**src/rtl/mdu_ctrl.sv**
```systemverilog
// HI/LO multiply/divide-unit controller: sequences the shared signed 32x32
// multiplier for MULT/MULTU, corrects unsigned products, handles MTHI/MTLO.
module mdu_ctrl #(
  parameter int unsigned LATENCY = 2
) (
  input  logic        clk,
  input  logic        reset,
  input  logic        start,
  input  logic [1:0]  op,
  input  logic [31:0] rs_val,
  input  logic [31:0] rt_val,
  input  logic        cancel,
  output logic        mul_en,
  output logic [31:0] mul_a,
  output logic [31:0] mul_b,
  input  logic [63:0] mul_z,
  output logic [31:0] hi,
  output logic [31:0] lo,
  output logic        busy,
  output logic        done
);

  typedef enum logic [1:0] {IDLE, RUN, WB} state_t;

  localparam logic [3:0] LAST = 4'(LATENCY - 1);

  state_t      state, state_n;
  logic [3:0]  cnt;
  logic        op_u;
  logic        acc_mul, acc_mt, wb_fire;
  logic [63:0] prod;

  // The multiplier is signed; an operand with bit 31 set was read as x-2^32,
  // so add the other operand back in at weight 2^32 (mod 2^64).
  always_comb begin
    prod = mul_z;
    if (op_u) begin
      if (mul_a[31]) prod = prod + {mul_b, 32'b0};
      if (mul_b[31]) prod = prod + {mul_a, 32'b0};
    end
  end

  always_comb begin
    state_n = state;
    acc_mul = 1'b0;
    acc_mt  = 1'b0;
    wb_fire = 1'b0;
    case (state)
      IDLE: begin
        if (start && !cancel) begin
          if (!op[1]) begin
            acc_mul = 1'b1;
            state_n = RUN;
          end else if (!done) begin
            // a move right behind another done pulse waits a cycle so done
            // never stays high two cycles running
            acc_mt = 1'b1;
          end
        end
      end
      RUN: begin
        if (cancel)           state_n = IDLE;
        else if (cnt == LAST) state_n = WB;
      end
      WB: begin
        state_n = IDLE;
        wb_fire = !cancel;
      end
      default: state_n = IDLE;
    endcase
  end

  always_ff @(posedge clk or negedge reset) begin
    if (!reset) state <= IDLE;
    else        state <= state_n;
  end

  always_ff @(posedge clk or negedge reset) begin
    if (!reset) begin
      cnt    <= '0;
      op_u   <= 1'b0;
      mul_a  <= '0;
      mul_b  <= '0;
      mul_en <= 1'b0;
      hi     <= '0;
      lo     <= '0;
      busy   <= 1'b0;
      done   <= 1'b0;
    end else begin
      busy   <= (state_n != IDLE);
      mul_en <= (state_n != IDLE);
      done   <= wb_fire | acc_mt;
      if (acc_mul) begin
        mul_a <= rs_val;
        mul_b <= rt_val;
        op_u  <= op[0];
        cnt   <= '0;
      end else if (state == RUN) begin
        cnt <= cnt + 4'd1;
      end
      if (wb_fire) begin
        {hi, lo} <= prod;
      end else if (acc_mt) begin
        if (op[0]) lo <= rs_val;
        else       hi <= rs_val;
      end
    end
  end

endmodule

```
**config.mk**
```make
export PLATFORM = sky130hd
export DESIGN_NAME = mdu_ctrl
export DESIGN_NICKNAME = d
export VERILOG_FILES = /design/src/rtl/mdu_ctrl.sv
export SDC_FILE = /design/constraint.sdc
export NUM_CORES = 1
export LEC_CHECK = 0
export CORE_AREA = 2 2 179 163
export CTS_CLUSTER_SIZE = 10
export DETAILED_ROUTE_END_ITERATION = 8
export DIE_AREA = 0 0 181 165
export GPL_TIMING_DRIVEN = 0
export SLEW_MARGIN = 20
export SYNTH_ARGS = -nofsm -noshare
export SYNTH_HDL_FRONTEND = slang
export SYNTH_SLANG_ARGS = --single-unit
```
**constraint.sdc**
```tcl
create_clock -name clk -period 5.3 [get_ports clk]
set_input_delay 0.53 -clock clk [delete_from_list [all_inputs] [get_ports clk]]
set_output_delay 0.53 -clock clk [all_outputs]
set_load 0.1 [all_outputs]
```
# ---- Yosys cells after proc, flatten, opt, wreduce, memory -nomap -nowiden
# Index checks and enable logic that the tools add are counted.
dict set report op_classes {
  n_mux 25
  n_eq_ne 4
  addsub 3
  bitwise_logic 1
  n_reduce_logical 9
}
# op n
set op_table {}
lappend op_table {{two-way mux 64 bit} 4}
lappend op_table {{two-way mux 32 bit} 6}
lappend op_table {{adder 64 bit} 2}
lappend op_table {{two-way mux 1 bit} 8}
lappend op_table {{two-way mux 2 bit} 4}
lappend op_table {{two-way mux 4 bit} 2}
lappend op_table {{nonzero test 2 bit} 4}
lappend op_table {{adder 4 x 1 -> 4 bit (second input constant)} 1}
lappend op_table {{equality test 4 x 1 -> 1 bit (second input constant)} 1}
lappend op_table {{one-hot mux 2 bit (2 select lines)} 1}
lappend op_table {{AND reduction 2 bit} 2}
lappend op_table {{equality test 2 x 1 -> 1 bit (second input constant)} 1}
lappend op_table {{equality test 2 bit (second input constant)} 1}
lappend op_table {{zero test 2 bit} 1}
lappend op_table {{inequality test 2 x 1 -> 1 bit (second input constant)} 1}
lappend op_table {{logical AND 1 bit} 1}
lappend op_table {{zero test 1 bit} 1}
lappend op_table {{OR 1 bit} 1}
dict set report totals {
  input_bits 134
  output_inout_bits 131
  ff_bits 137
}

# ---- Depth between registers and ports, before layout
# Gate-level depths: netlist of the first run.
dict set report depth {
  depth_word 7
  ltp_mapped 20
  depth_no_buf 20
}

# ---- Worst setup path before layout of the first run
# Ideal clock, no wire load.
dict set report synth_path {
  kind {register to register}
  startpoint {reg mul_b[0]}
  endpoint {reg hi[29]}
  stages_incl_launch_ff 21
  slack_ps 439
  t_required_ps 5176
  t_arrival_ps 4737
  synth_period_minus_slack_ps 4861
  path_cell_list {dfrtp_1 -> ha_1 -> fa_1 -> a211oi_2 -> o21bai_2 -> a211oi_1 -> o31a_1 -> o221ai_1 -> a21oi_1 -> xnor2_1 -> mux2_2 -> ha_1 -> nand2_1 -> nor3_2 -> and3_1 -> a2111o_1 -> a21oi_1 -> o21ai_1 -> nand2_1 -> nor4b_1 -> o31a_1}
}
dict set report synth_via {
  elab_chain_len 7
}
# element line
set synth_lines {}
lappend synth_lines {{start: declaration} 15} ;# output logic [31:0] mul_b,
lappend synth_lines {{start signal: assignment} 95} ;# mul_b <= rt_val;
lappend synth_lines {{adder 64 bit *} 38} ;# if (mul_a[31]) prod = prod + {mul_b, 32'b0};
lappend synth_lines {{two-way mux 64 bit *} 38}
lappend synth_lines {{two-way mux 64 bit *} 37} ;# if (op_u) begin
lappend synth_lines {{adder 64 bit} 39} ;# if (mul_b[31]) prod = prod + {mul_a, 32'b0};
lappend synth_lines {{two-way mux 64 bit *} 39}
lappend synth_lines {{two-way mux 64 bit *} 37}
lappend synth_lines {{two-way mux 32 bit *} 101} ;# if (wb_fire) begin
lappend synth_lines {{end signal: assignment} 102} ;# {hi, lo} <= prod;
lappend synth_lines {{end signal: assignment} 105} ;# else hi <= rs_val;
lappend synth_lines {{end: declaration} 17} ;# output logic [31:0] hi,
# Mark *: on every way between the ends. The rest lies on a longest branch, timed or not. The select of a mux whose other input is x is not followed.
# A chain may end at the register's enable or synchronous reset.

# ---- Final worst setup path of the first run
dict set report layout_path {
  startpoint {in mul_z[32]}
  endpoint {reg hi[29]}
}
dict set report layout_via {
  elab_chain_len 7
}
# element line
set layout_lines {}
lappend layout_lines {{start: declaration} 16} ;# input logic [63:0] mul_z,
lappend layout_lines {{adder 64 bit} 38}
lappend layout_lines {{two-way mux 64 bit *} 38}
lappend layout_lines {{two-way mux 64 bit *} 37}
lappend layout_lines {{adder 64 bit} 39}
lappend layout_lines {{two-way mux 64 bit *} 39}
lappend layout_lines {{two-way mux 64 bit *} 37}
lappend layout_lines {{two-way mux 32 bit *} 101}
# Marks and branches as above.

==> results.py, run 1 <==
metrics = {
    "outcome": {
        "status": "complete, no violations",
    },
    "power": {
        "power.density_nw_per_um2": 696,
        "swShare_pct": 58.5,
        "clkPwrFrac_pct": 12.6,
        "power_frac_comb_pct": 69.2,
        "cellLeakagePower_nw": 6.37,
        "p_switching_mw": 5.71,
        "pwr-share-seq_pct": 18.2,
        "p_int_mw": 4.04,
        "irDropWorstVdd_mv": 0.400,
        "finalPower_mw": 9.75,
    },
    "sta": {
        "fmax_ghz": 0.199,
        "hold_viol": 0,
        "max_slew.worst_pin.slew_ns": 1.06,
        "drv_slew": 0,
        "rsz0062_at_grt": "false",
        "setup_viol": 0,
        "post-route-period-util_pct": 94.8,
        "fin_skew_ns": 0.0118,
        "fin_crit_ns": 5.02,
        "setup_tns_ns": 0,
        "worst_hold_slack_ns": 0.505,
        "fin_ws_ns": 0.277,
        "max_slew_margin_pct": 29.3,
    },
    "floorplan": {
        "dieHeight_um": 165,
        "die-area_um2": 29900,
        "fp.dieW_um": 181,
        "io_pins": 265,
        "num_rows": 58,
        "start_util_pct": 36.8,
        "core_area_um2": 27900,
    },
    "drt": {
        "finalWirelength_um": 40200,
        "viasPerCell": 5.47,
        "routedWlPerCell_um": 21.0,
        "dr.pass1.iters": 5,
        "num_vias": 10500,
        "drtIter0Drc": 807,
        "drcViolationCount": 0,
        "antenna_left": 0,
    },
    "yosys": {
        "netlist_area_um2": 10200,
        "yosys_warnings": 0,
        "synthArstFlopShare_pct": 100,
        "ys_types": 76,
        "seq_area_frac_synth_pct": 33.5,
        "synth-seq-cells": 137,
        "postSynthCellCount": 1258,
        "synthesis.nets": 1463,
        "synth_edf_count": 0,
        "synth_ff_type": "dfrtp_1",
        "postSynthAreaPerCell_um2": 8.14,
    },
    "cts": {
        "h-tree-depth": 4,
        "root_buffer": "clkbuf_16",
        "clk_pin_slew_worst_paths_ns": 0.07,
        "insertion_delay_ns": 0.44,
        "clock_path_buffers": 2,
        "cts_buffers": 17,
        "cts_sinks": 137,
        "cts_tree": "done",
    },
    "layout": {
        "num-fill-cells": 2780,
        "areaGrowthSynthToFinish_pct": 36.7,
        "drive_gt1_share_pct": 6.30,
        "nNetsFinal": 1748,
    },
    "setup_path": {
        "worst_path_largest_cell_delay_ns": 0.46,
        "cp_max_fo": 5,
        "criticalPathCategory": "in2reg",
        "critical-path-top-delay-family": "compound AO/OA/AOI/OAI gates",
        "critPathBufInv": 1,
        "crit_top_cell": "ha_1",
        "cpMaxStageDelayCell": "a2111o_1",
        "worst_setup_path_end_kind": "register",
        "worst_setup_path_start_kind": "input port",
        "path_cells": "clkdlybuf4s50_1 -> ha_1 -> fa_1 -> a211oi_2 -> o21bai_2 -> a21oi_1 -> o21ai_0 -> xor2_1 -> mux2_2 -> ha_1 -> a211oi_1 -> nor2_1 -> o311a_1 -> a2111o_1 -> a21oi_2 -> o21ai_1 -> nand2_1 -> nor4b_2 -> o31a_1",
        "cp.required_ns": 5.62,
        "cp_data_arrival_time_ns": 5.34,
    },
    "global_routing": {
        "grt_pass1_wl_um": 61000,
        "first_global_vias": 10500,
        "grt-ovfl-total": 0,
        "antenna_found_initial": 0,
        "track_usage_pct": 26.9,
        "grt_max_degree": 86,
    },
    "place": {
        "gp_congestion": 0.918,
        "place_hpwl_um": 31900,
        "port_buffers": 264,
        "place_ws_ns": -0.195,
    },
    "worst_hold_path": {
        "worstHoldPathType": "reg2reg",
    },
    "run": {
        "maxCapViolations": 0,
    },
}
path summary, 6_finish.rpt:
path                                      start                    end  slack (ns)  cells past startpoint
max                                   mul_z[32]     hi[29]$_DFFE_PN0P_        0.28                     19
min                          cnt[3]$_DFFE_PN0P_     cnt[3]$_DFFE_PN0P_        0.51                      1
max reg2reg                mul_b[0]$_DFFE_PN0P_     hi[29]$_DFFE_PN0P_        0.41                     18
min reg2reg                  cnt[3]$_DFFE_PN0P_     cnt[3]$_DFFE_PN0P_        0.51                      1
max in group asynchronous                 reset         done$_DFF_PN0_        3.88                      3
min in group asynchronous                 reset  mul_b[25]$_DFFE_PN0P_        0.58                      2
worst register-to-register path: stages (launching register included):
cell	delay, ns
dfrtp_1	0.41
ha_1	0.25
fa_1	0.44
a211oi_2	0.27
o21bai_2	0.17
a21oi_1	0.24
o21ai_0	0.13
xor2_1	0.16
mux2_2	0.31
ha_1	0.35
a211oi_1	0.32
nor2_1	0.12
o311a_1	0.35
a2111o_1	0.46
a21oi_2	0.18
o21ai_1	0.11
nand2_1	0.15
nor4b_2	0.06
o31a_1	0.29
registers in the layout, indices dropped and copies added, names as in the netlist:
| name | cells |
|---|---|
| mul_b | 32 |
| mul_a | 32 |
| lo | 32 |
| cnt | 4 |
| op_u | 1 |
| state | 2 |
| hi | 32 |
| done | 1 |
| busy | 1 |
placed cells by master, fill, tap and decap left out, types with 20 or more instances in the layout:
| cell | Yosys | routed |
|---|---|---|
| o21ai_0 | 84 | 84 |
| nand2_1 | 340 | 339 |
| nand3_1 | 21 | 21 |
| dfrtp_1 | 137 | 137 |
| a21o_1 | 23 | 23 |
| a21oi_1 | 72 | 70 |
| nor3_1 | 27 | 27 |
| clkbuf_1 | 46 | 46 |
| ha_1 | 69 | 69 |
| inv_1 | 20 | 20 |
| mux2_2 | 20 | 20 |
| xnor2_1 | 32 | 32 |
| clkdlybuf4s50_1 | 0 | 263 |
| nor2_1 | 62 | 62 |
| a31oi_1 | 28 | 28 |
| mux2i_1 | 50 | 50 |
logic make-up after synthesis:
kind of cell	synth area share [%]
adder cells (fa/ha/maj)	8.82
multiplexers	7.19
AND/OR/NAND/NOR	21.7
AO/OA/AOI/OAI	20.5
XOR/XNOR	4.02
flip-flops	33.5
buffers and inverters	4.30
Yosys cell counts, types with 6 or more instances:
cell type,count,share of area [%]
a211oi_1,15,1.1
a21o_1,23,1.7
a21oi_1,72,3.5
a221oi_1,9,0.77
a31oi_1,28,1.7
and3_1,8,0.49
buf_1,7,0.26
buf_2,6,0.29
clkbuf_1,46,1.7
dfrtp_1,137,33
ha_1,69,8.4
inv_1,20,0.73
mux2_2,20,2.2
mux2i_1,50,4.9
nand2_1,340,12
nand2b_1,14,0.85
nand3_1,21,1.0
nand4_1,13,0.79
nor2_1,62,2.3
nor2b_1,8,0.49
nor3_1,27,1.3
o211ai_1,9,0.66
o21a_1,7,0.51
o21ai_0,84,4.1
o21ai_1,6,0.29
o21bai_1,9,0.66
o31ai_1,10,0.73
xnor2_1,32,2.7
xor2_1,15,1.3
what timing repair did:
item | in CTS | in global routing
hold endpoints to repair | 1 | 0
resized for setup | 0 | 7
endpoints found under the setup margin | 0 | 5
setup buffers | 0 | 0
hold buffers | 1 | 0
power groups by stage:
| stage | Clock, mW | Sequential (mW) | Combinational, mW |
|---|---|---|---|
| global placement | 0 | 1.78 | 6.66 |
| finish | 1.23 | 1.77 | 6.75 |
| CTS | 1.25 | 1.77 | 6.70 |
| detailed placement | 0 | 1.79 | 6.68 |
| global route | 1.30 | 1.83 | 7.14 |
| floorplan | 0 | 4.46 | 2.28 |
area by class of cell:
cell class	instances	area (um^2)	area share, %
clock buffers	19	453	3.23
diodes	1	2.50	0.0179
flip-flops and latches	137	3430	24.5
repair buffers	266	2690	19.2
plain buffers	71	365	2.61
well taps	360	450	3.22
clock inverters	13	133	0.947
multi-input cells	1030	6410	45.8
inverters	20	75.1	0.536
per-stage QoR:
stage | area, um^2 | std cells | utilization [%]
floorplan | 10200 | 1258 | -
global placement | 13300 | 1882 | 47.9
detailed placement | 13400 | 1883 | 48.0
CTS | 14000 | 1916 | 50.1
global route | 14000 | 1916 | 50.3
finish | 14000 | 1917 | 50.3
metal layers:
metal	global-route usage (%)	wire [um]
met2	44.0	18200
met5	0	0
met4	7.32	870
met1	35.4	18200
met3	6.73	2970
(Power assumes the default switching activity.)
==> run 2, diff against run 1 <==
Settings changed: TNS_END_PERCENT from default to 5.
==> results of run 2 <==
Same layout as run 1: the final DEF is identical, and so are final timing and power.
==> run 3, diff against run 2 <==
Settings changed: CTS_CLUSTER_SIZE 10 to default, TNS_END_PERCENT 5 to 1.
==> results of run 3 <==
Same layout as run 1: the final DEF is identical, and so are final timing and power.
